[config.mk]
export PLATFORM = sky130hd
export DESIGN_NAME = complement_seq
export DESIGN_NICKNAME = d
export VERILOG_FILES = /design/src/rtl/complement_seq.sv
export SDC_FILE = /design/constraint.sdc
export NUM_CORES = 1
export LEC_CHECK = 0
export CAP_MARGIN = 5
export CORE_UTILIZATION = 25
export DETAILED_ROUTE_END_ITERATION = 8
export GPL_TIMING_DRIVEN = 0
export SYNTH_ARGS = -nofsm -noshare
export SYNTH_HDL_FRONTEND = slang
export SYNTH_SLANG_ARGS = --single-unit
export TNS_END_PERCENT = 10
[constraint.sdc]
create_clock -name clk -period 1.5 [get_ports clk]
set_input_delay 0.3 -clock clk [delete_from_list [all_inputs] [get_ports clk]]
set_output_delay 0.3 -clock clk [all_outputs]
set_load 0.05 [all_outputs]
[src/rtl/complement_seq.sv]
// Serial two's-complement negator: one nibble per clock through a 4-bit invert+carry datapath.
// Optional COMPLEMENT_SAT_EN: saturate the most-negative operand to max positive instead of wrapping.
//
// state  | meaning
// -------+------------------------------------------------------------
// S_IDLE | waiting for start; Q/ovf hold last result
// S_RUN  | one nibble negated per clock, LSB first, NIBBLES clocks total
module complement_seq #(
  parameter int NIBBLES = 4
) (
  input  logic                 clk,
  input  logic                 rst_n,
  input  logic                 start,
  input  logic [4*NIBBLES-1:0] D,
  output logic                 busy,
  output logic                 done,
  output logic [4*NIBBLES-1:0] Q,
  output logic                 ovf
);

  localparam int W = 4 * NIBBLES;

  localparam logic S_IDLE = 1'b0;
  localparam logic S_RUN  = 1'b1;

  localparam logic [3:0]   CNT_LAST = 4'(NIBBLES - 1);
  localparam logic [W-1:0] MOST_NEG = {1'b1, {(W-1){1'b0}}};
`ifdef COMPLEMENT_SAT_EN
  localparam logic [W-1:0] MAX_POS  = {1'b0, {(W-1){1'b1}}};
`endif

  logic         state_q,    state_d;
  logic [W-1:0] sr_q,       sr_d;
  logic [W-1:0] res_q,      res_d;
  logic         carry_q,    carry_d;
  logic [3:0]   cnt_q,      cnt_d;
  logic         ovf_pend_q, ovf_pend_d;
  logic [W-1:0] q_q,        q_d;
  logic         ovf_q,      ovf_d;
  logic         done_q,     done_d;

  logic [3:0]   nib;
  logic [3:0]   r_nib;
  logic [W-1:0] assembled;

  assign nib       = sr_q[3:0];
  assign r_nib     = ~nib + {3'b000, carry_q};
  assign assembled = {r_nib, res_q[W-1:4]};

  always_comb begin
    state_d    = state_q;
    sr_d       = sr_q;
    res_d      = res_q;
    carry_d    = carry_q;
    cnt_d      = cnt_q;
    ovf_pend_d = ovf_pend_q;
    q_d        = q_q;
    ovf_d      = ovf_q;
    done_d     = 1'b0;

    case (state_q)
      S_IDLE: begin
        if (start) begin
          state_d    = S_RUN;
          sr_d       = D;
          res_d      = '0;
          carry_d    = 1'b1;
          cnt_d      = 4'h0;
          ovf_pend_d = (D == MOST_NEG);
        end
      end
      S_RUN: begin
        // carry only ripples past a nibble that inverts to all ones
        sr_d    = {4'h0, sr_q[W-1:4]};
        res_d   = assembled;
        carry_d = carry_q & (nib == 4'h0);
        cnt_d   = cnt_q + 4'h1;
        if (cnt_q == CNT_LAST) begin
          state_d = S_IDLE;
          done_d  = 1'b1;
          ovf_d   = ovf_pend_q;
`ifdef COMPLEMENT_SAT_EN
          q_d     = ovf_pend_q ? MAX_POS : assembled;
`else
          q_d     = assembled;
`endif
        end
      end
      default: state_d = S_IDLE;
    endcase
  end

  always_ff @(posedge clk or negedge rst_n) begin
    if (!rst_n) begin
      state_q    <= S_IDLE;
      sr_q       <= '0;
      res_q      <= '0;
      carry_q    <= 1'b0;
      cnt_q      <= 4'h0;
      ovf_pend_q <= 1'b0;
      q_q        <= '0;
      ovf_q      <= 1'b0;
      done_q     <= 1'b0;
    end else begin
      state_q    <= state_d;
      sr_q       <= sr_d;
      res_q      <= res_d;
      carry_q    <= carry_d;
      cnt_q      <= cnt_d;
      ovf_pend_q <= ovf_pend_d;
      q_q        <= q_d;
      ovf_q      <= ovf_d;
      done_q     <= done_d;
    end
  end

  assign busy = (state_q == S_RUN);
  assign done = done_q;
  assign Q    = q_q;
  assign ovf  = ovf_q;

endmodule

==> results_dict.tcl, run 1 <==
set metrics [dict create \
    synth-main-ff-cell "dfrtp_1" \
    fin_nets 262 \
    design_power_total_mw 6.334 \
    io_buffers 36 \
    fmax_mhz 620.1 \
    critPathLaunchType "register" \
    clock_latency_ns 0.31 \
    skew_ns 0.01446 \
    period_share_pct 107.5 \
    worst_slew_pin_slew_ns 0.6149 \
    syn_to_final_growth_pct 30.45 \
    setup_viol 20 \
    syn_inst 183 \
    cts-root-buf "clkbuf_8" \
    drive_above_1_share_pct 27.80 \
    synth-xor-area-share_pct 1.542 \
    drc 0 \
    cts_tree "built" \
    yosys.area.top_type "dfrtp_1" \
    status "finished, violations left" \
    htreeDepth 2 \
    syn_area_mm2 0.002272 \
    cap_violations 0 \
    ir_drop_mv 0.5771 \
    async_flop_share_pct 100.0 \
    die_h_um 97.34 \
    cts.hold.buffers_added 0 \
    crit_family "flip-flops" \
    synthTopCellsByArea "dfrtp_1, mux2i_1, mux2_4" \
    fp.dieW_um 97.34 \
    clockBufferDepth 2 \
    max-slew-margin-rel_pct 59.01 \
    pin_count 38 \
    yosysTopAreaCellShare_pct 58.37 \
    cts_sinks 53 \
    coreArea_mm2 0.008763 \
    antenna-diode-count 0 \
    synthesis.nets 205 \
    whs_ns -0.008342 \
    synth_compound_area_share_pct 7.985 \
    final_antenna_net_count 0 \
    cts_buffers 5 \
    yosysMostFrequentCell "dfrtp_1" \
    routed_wl_um 4899 \
    grt_pass1_vias 1477 \
    drtPass1Iterations 4 \
    overflow 0 \
    clk_pin_slew_ns 0.10 \
    violations "negative hold slack, negative setup slack" \
    ff_latch_area_mm2 0.001328 \
    crit_chain "ha_2 -> nor4bb_4 -> buf_6 -> clkbuf_16 -> mux2_4" \
    ys_types 27 \
    hpwl_um 3335 \
    num_vias 1572 \
    worstSetupPathType "reg2reg" \
    power_per_cell_area_mw_per_mm2 2137 \
    drt_iter0_markers 56 \
    ys_ff_latch 53 \
    rsz0062_at_grt "yes" \
    die_area_mm2 0.009474 \
    routabilityCongestion 0.7449 \
    critical_path.slowest_cell "dfrtp_1" \
    initial_core_util_pct 25.93 \
    grt_pass1_wl_um 7721 \
    antenna_found_initial 0 \
    rows 34 \
    synth_edf_count 0 \
    finalCriticalPeriod_ns 1.613 \
    critPathArrivalTime_ns 1.81 \
    multi_input_area_um2 893.4 \
    hold_viol 23 \
    ys_seq_area_share_pct 58.37 \
    avgSynthCellArea_um2 12.42 \
    ys_warn_count 0 \
    synth_top_family_by_area "multiplexers" \
    fillerInstances 904 \
    synthSimpleGateAreaFrac_pct 9.692 \
    grt_max_degree 29 \
    via_per_inst 4.504 \
    critPathCaptureType "register" \
    hold_class "in2async" \
    synth_mux_area_share_pct 17.24 \
    cpPeakStageDelay_ns 0.40 \
    fin_ws_ns -0.1125 \
    crit_path_max_fanout 6 \
    critPathBufInv 2 \
    required_ns 1.70 \
    report.final.slew_viol_count 0 \
    wl_per_cell_um 14.04 \
    grt_use_total_pct 10.29 \
    synth_common_cells "dfrtp_1, nand2_1, o21ai_0, mux2i_1, mux2_2" \
    p_leak_nw 1.349 \
    synthAdderAreaFrac_pct 1.652 \
]
## metrics by stage
step	cell area, um^2	cells	utilization [%]	setup WS (ns)	setup TNS, ns
after global placement	2769	327	31.60	-1.702	-82.03
after floorplan	2273	183	-	-0.05727	-0.4582
after global routing	2964	349	33.82	-0.1913	-3.842
final	2964	349	33.82	-0.1125	-1.563
after CTS	2872	336	32.77	-0.1910	-1.966
after detailed placement	2784	328	31.77	-0.2253	-2.789
## layer usage
layer / wire (um) / vias to the layer above / GRT usage (%)
met4: 35 / 0 / 3.054
met3: 197 / 5 / 2.518
met1: 2577 / 779 / 14.75
met2: 2089 / 36 / 15.38
met5: 0 / - / 0
li1: - / 752 / -
## layout make-up
class                           instances  share of cell area [%]
Multi-Input combinational cell        116                   30.14
Clock buffer                            6                   2.786
Timing Repair Buffer                   50                   14.39
Clock inverter                          2                  0.4643
Inverter                                3                  0.3799
Sequential cell                        53                   44.79
Tap cell                              108                   4.559
Buffer                                 11                   2.491
## power by group
| group | total (mW) | leakage (nW) | switching, mW | internal [mW] |
|---|---|---|---|---|
| Combinational | 3.04 | 0.653 | 1.72 | 1.32 |
| Clock | 0.857 | 0.0512 | 0.481 | 0.376 |
| Sequential | 2.44 | 0.645 | 0.416 | 2.02 |
| Total | 6.33 | 1.35 | 2.61 | 3.72 |
## worst reg2reg max path, cell delays in order, from the launching register on
cell       delay, ns
dfrtp_1         0.40
ha_2            0.20
nor4bb_4        0.26
buf_6           0.20
clkbuf_16       0.16
mux2_4          0.29
## layout by cell type, fill, tap and decap left out, types with 2 or more instances in the layout
cell / count
clkdlybuf4s50_1: 16
o21ai_0: 21
buf_2: 5
nor4_1: 4
inv_1: 3
ha_1: 2
mux2_4: 10
nand2_1: 21
nor2_1: 6
nor3b_1: 2
mux2i_1: 17
buf_4: 11
clkdlybuf4s15_1: 3
a22o_1: 7
xnor2_1: 3
dfrtp_1: 52
buf_12: 3
clkbuf_1: 3
clkbuf_2: 16
mux2_2: 7
clkbuf_8: 6
nand2b_1: 6
## flip-flops by register name (all words and copies together) (netlist names)
register / cells
Q: 16
busy: 1
carry_q: 1
cnt_q: 4
done: 1
ovf: 1
ovf_pend_q: 1
res_q: 12
sr_q: 16
## cell families after synthesis
| group | after synthesis |
|---|---|
| buffers and inverters | 14 |
| AO/OA/AOI/OAI | 30 |
| flip-flops | 53 |
| AND/OR/NAND/NOR | 45 |
| XOR/XNOR | 4 |
| multiplexers | 34 |
| adder cells (fa/ha/maj) | 3 |
## path summary, 6_finish.rpt
path	slack, ns	depth (start not counted)	end	from
max	-0.11	5	Q[8]$_DFFE_PN0P_	cnt_q[1]$_DFFE_PN0P_
min	-0.008	1	res_q[11]$_DFFE_PN0P_	rst_n
max reg2reg	-0.11	5	Q[8]$_DFFE_PN0P_	cnt_q[1]$_DFFE_PN0P_
min reg2reg	0.49	2	sr_q[1]$_DFFE_PN0P_	sr_q[5]$_DFFE_PN0P_
max in group asynchronous	0.94	2	sr_q[6]$_DFFE_PN0P_	rst_n
min in group clk	0.40	3	sr_q[9]$_DFFE_PN0P_	start
## timing repair
| item | 4_1_cts | 5_1_grt |
|---|---|---|
| cloned | 0 | 2 |
| hold endpoints to repair | 0 | 0 |
| buffers inserted | 0 | 11 |
| pin swaps | 1 | 1 |
| endpoints found under the setup margin | 39 | 53 |
| gates resized for setup | 30 | 34 |
(Power assumes the default switching activity.)
==> inputs of run 2 (changes only) <==
--- a/config.mk
+++ b/config.mk
@@ -6,9 +6,11 @@
 export NUM_CORES = 1
 export LEC_CHECK = 0
 export CAP_MARGIN = 5
-export CORE_UTILIZATION = 25
+export CORE_ASPECT_RATIO = 2
+export CORE_UTILIZATION = 47
 export DETAILED_ROUTE_END_ITERATION = 8
 export GPL_TIMING_DRIVEN = 0
+export PLACE_DENSITY = 0.75
 export SYNTH_ARGS = -nofsm -noshare
 export SYNTH_HDL_FRONTEND = slang
 export SYNTH_SLANG_ARGS = --single-unit
==> results_dict.tcl, run 2 (synthesized netlist as in run 1, its figures left out) <==
set metrics [dict create \
    fmax_mhz 614.6 \
    hold_viol 0 \
    final_cell_mix "dfrtp_1, nand2_1, o21ai_0, mux2i_1" \
    min_path_cells 3 \
    grt_use_total_pct 20.67 \
    wl_per_cell_um 16.47 \
    power_per_cell_area_mw_per_mm2 2235 \
    via_per_inst 5.421 \
    io_buffers 36 \
    placed_cells 275 \
    cap_violations 0 \
    pin_count 38 \
    fp.dieW_um 51.17 \
    fin_nets 256 \
    dp_slack_ns -0.2235 \
    r2r_start "cnt_q[1]$_DFFE_PN0P_" \
    antenna_found_initial 0 \
    coreArea_mm2 0.004642 \
    ir_drop_mv 1.259 \
    p_leak_nw 1.341 \
    drive_above_1_share_pct 25.53 \
    routabilityCongestion 0.8002 \
    antenna-diode-count 0 \
    worst_slew_pin_slew_ns 0.5560 \
    dpl_cell_area_mm2 0.002718 \
    hold_end "sr_q[2]$_DFFE_PN0P_" \
    hp-start "start" \
    final_area_mm2 0.002905 \
    final_common_cell "dfrtp_1" \
    r2r-end "Q[8]$_DFFE_PN0P_" \
    critPathArrivalTime_ns 1.83 \
    critPathCaptureType "register" \
    worstSetupPathType "reg2reg" \
    setup_tns_ns -1.530 \
    cts-root-buf "clkbuf_8" \
    status "finished, violations left" \
    finalNonFillerCells 290 \
    ff2ff_path_depth 5 \
    grt_pass1_vias 1582 \
    final_antenna_net_count 0 \
    clk_pin_slew_ns 0.10 \
    finalCriticalPeriod_ns 1.627 \
    required_ns 1.70 \
    clock_latency_ns 0.32 \
    routed_wl_um 4776 \
    rsz0062_at_grt "yes" \
    skew_ns 0.01211 \
    die_area_mm2 0.005133 \
    hpwl_um 3327 \
    fillerInstances 403 \
    initial_core_util_pct 48.95 \
    overflow 0 \
    grt_max_degree 36 \
    cts_tree "built" \
    num_vias 1572 \
    cts_sinks 53 \
    violations "negative setup slack" \
    clockBufferDepth 2 \
    htreeDepth 2 \
    drt_iter0_markers 52 \
    rows 35 \
    syn_to_final_growth_pct 27.86 \
    report.final.slew_viol_count 0 \
    critPathLaunchType "register" \
    max-slew-margin-rel_pct 62.80 \
    cts_buffers 5 \
    crit_path_max_fanout 5 \
    hold_class "in2reg" \
    setup_viol 17 \
    final_core_util_pct 62.59 \
    grt_pass1_wl_um 7583 \
    drtPass1Iterations 4 \
    period_share_pct 108.5 \
    r2r_slack_ns -0.13 \
    fin_ws_ns -0.1270 \
    die_h_um 100.3 \
    drc 0 \
]
[run 2: area by class of cell]
class	count	area [um^2]	area share [%]
sequential	53	1328	45.69
multi-input combinational	116	909.6	31.31
timing repair buffer	44	397.9	13.70
clock buffer	6	82.58	2.842
buffer	11	70.07	2.412
tap	55	68.82	2.369
clock inverter	2	37.54	1.292
inverter	3	11.26	0.3876
[run 2: worst max-delay path by stage]
stage,slack [ns],end,start
6_report,-0.13,Q[8]$_DFFE_PN0P_,cnt_q[1]$_DFFE_PN0P_
5_1_grt,-0.17,Q[9]$_DFFE_PN0P_,cnt_q[1]$_DFFE_PN0P_
4_1_cts,-0.17,Q[6]$_DFFE_PN0P_,cnt_q[0]$_DFFE_PN0P_
3_5_place_dp,-0.22,Q[7]$_DFFE_PN0P_,cnt_q[0]$_DFFE_PN0P_
3_3_place_gp,-1.63,busy$_DFF_PN0_,rst_n
2_1_floorplan,-0.06,Q[10]$_DFFE_PN0P_,cnt_q[0]$_DFFE_PN0P_
[run 2: power breakdown]
group / internal (mW) / total, mW / switching [mW]
Combinational: 1.31 / 3.05 / 1.74
Clock: 0.543 / 1.01 / 0.470
Sequential: 2.02 / 2.43 / 0.409
[run 2: stage by stage]
| step | hold slack (ns) | total power, mW |
|---|---|---|
| 6_report | 0.3970 | 6.493 |
| 5_1_grt | 0.4347 | 6.870 |
| 4_1_cts | 0.4001 | 6.289 |
| 3_5_place_dp | 0.2698 | 5.422 |
| 3_3_place_gp | 0.4660 | 5.324 |
| 2_1_floorplan | 0.004409 | 4.470 |
[run 2: repair_timing]
item,CTS,global route
hold buffers,1,0
resized for setup,28,38
gates cloned,0,1
pin swaps,1,1
hold endpoints to repair,18,0
setup buffers,0,5
endpoints found under the setup margin,37,45
[run 2: worst max-delay path, stage by stage (launching register included)]
cell       delay, ns
dfrtp_1         0.38
ha_2            0.19
nor4bb_2        0.23
buf_4           0.25
clkbuf_16       0.17
mux2_4          0.29
[run 2: routing by layer]
layer	part of all wire, %	GRT usage (%)	vias up
li1	-	-	742
met1	39	22.98	783
met2	56	35.93	42
met3	3.3	4.242	5
met4	2.0	10.68	0
met5	0	0	-
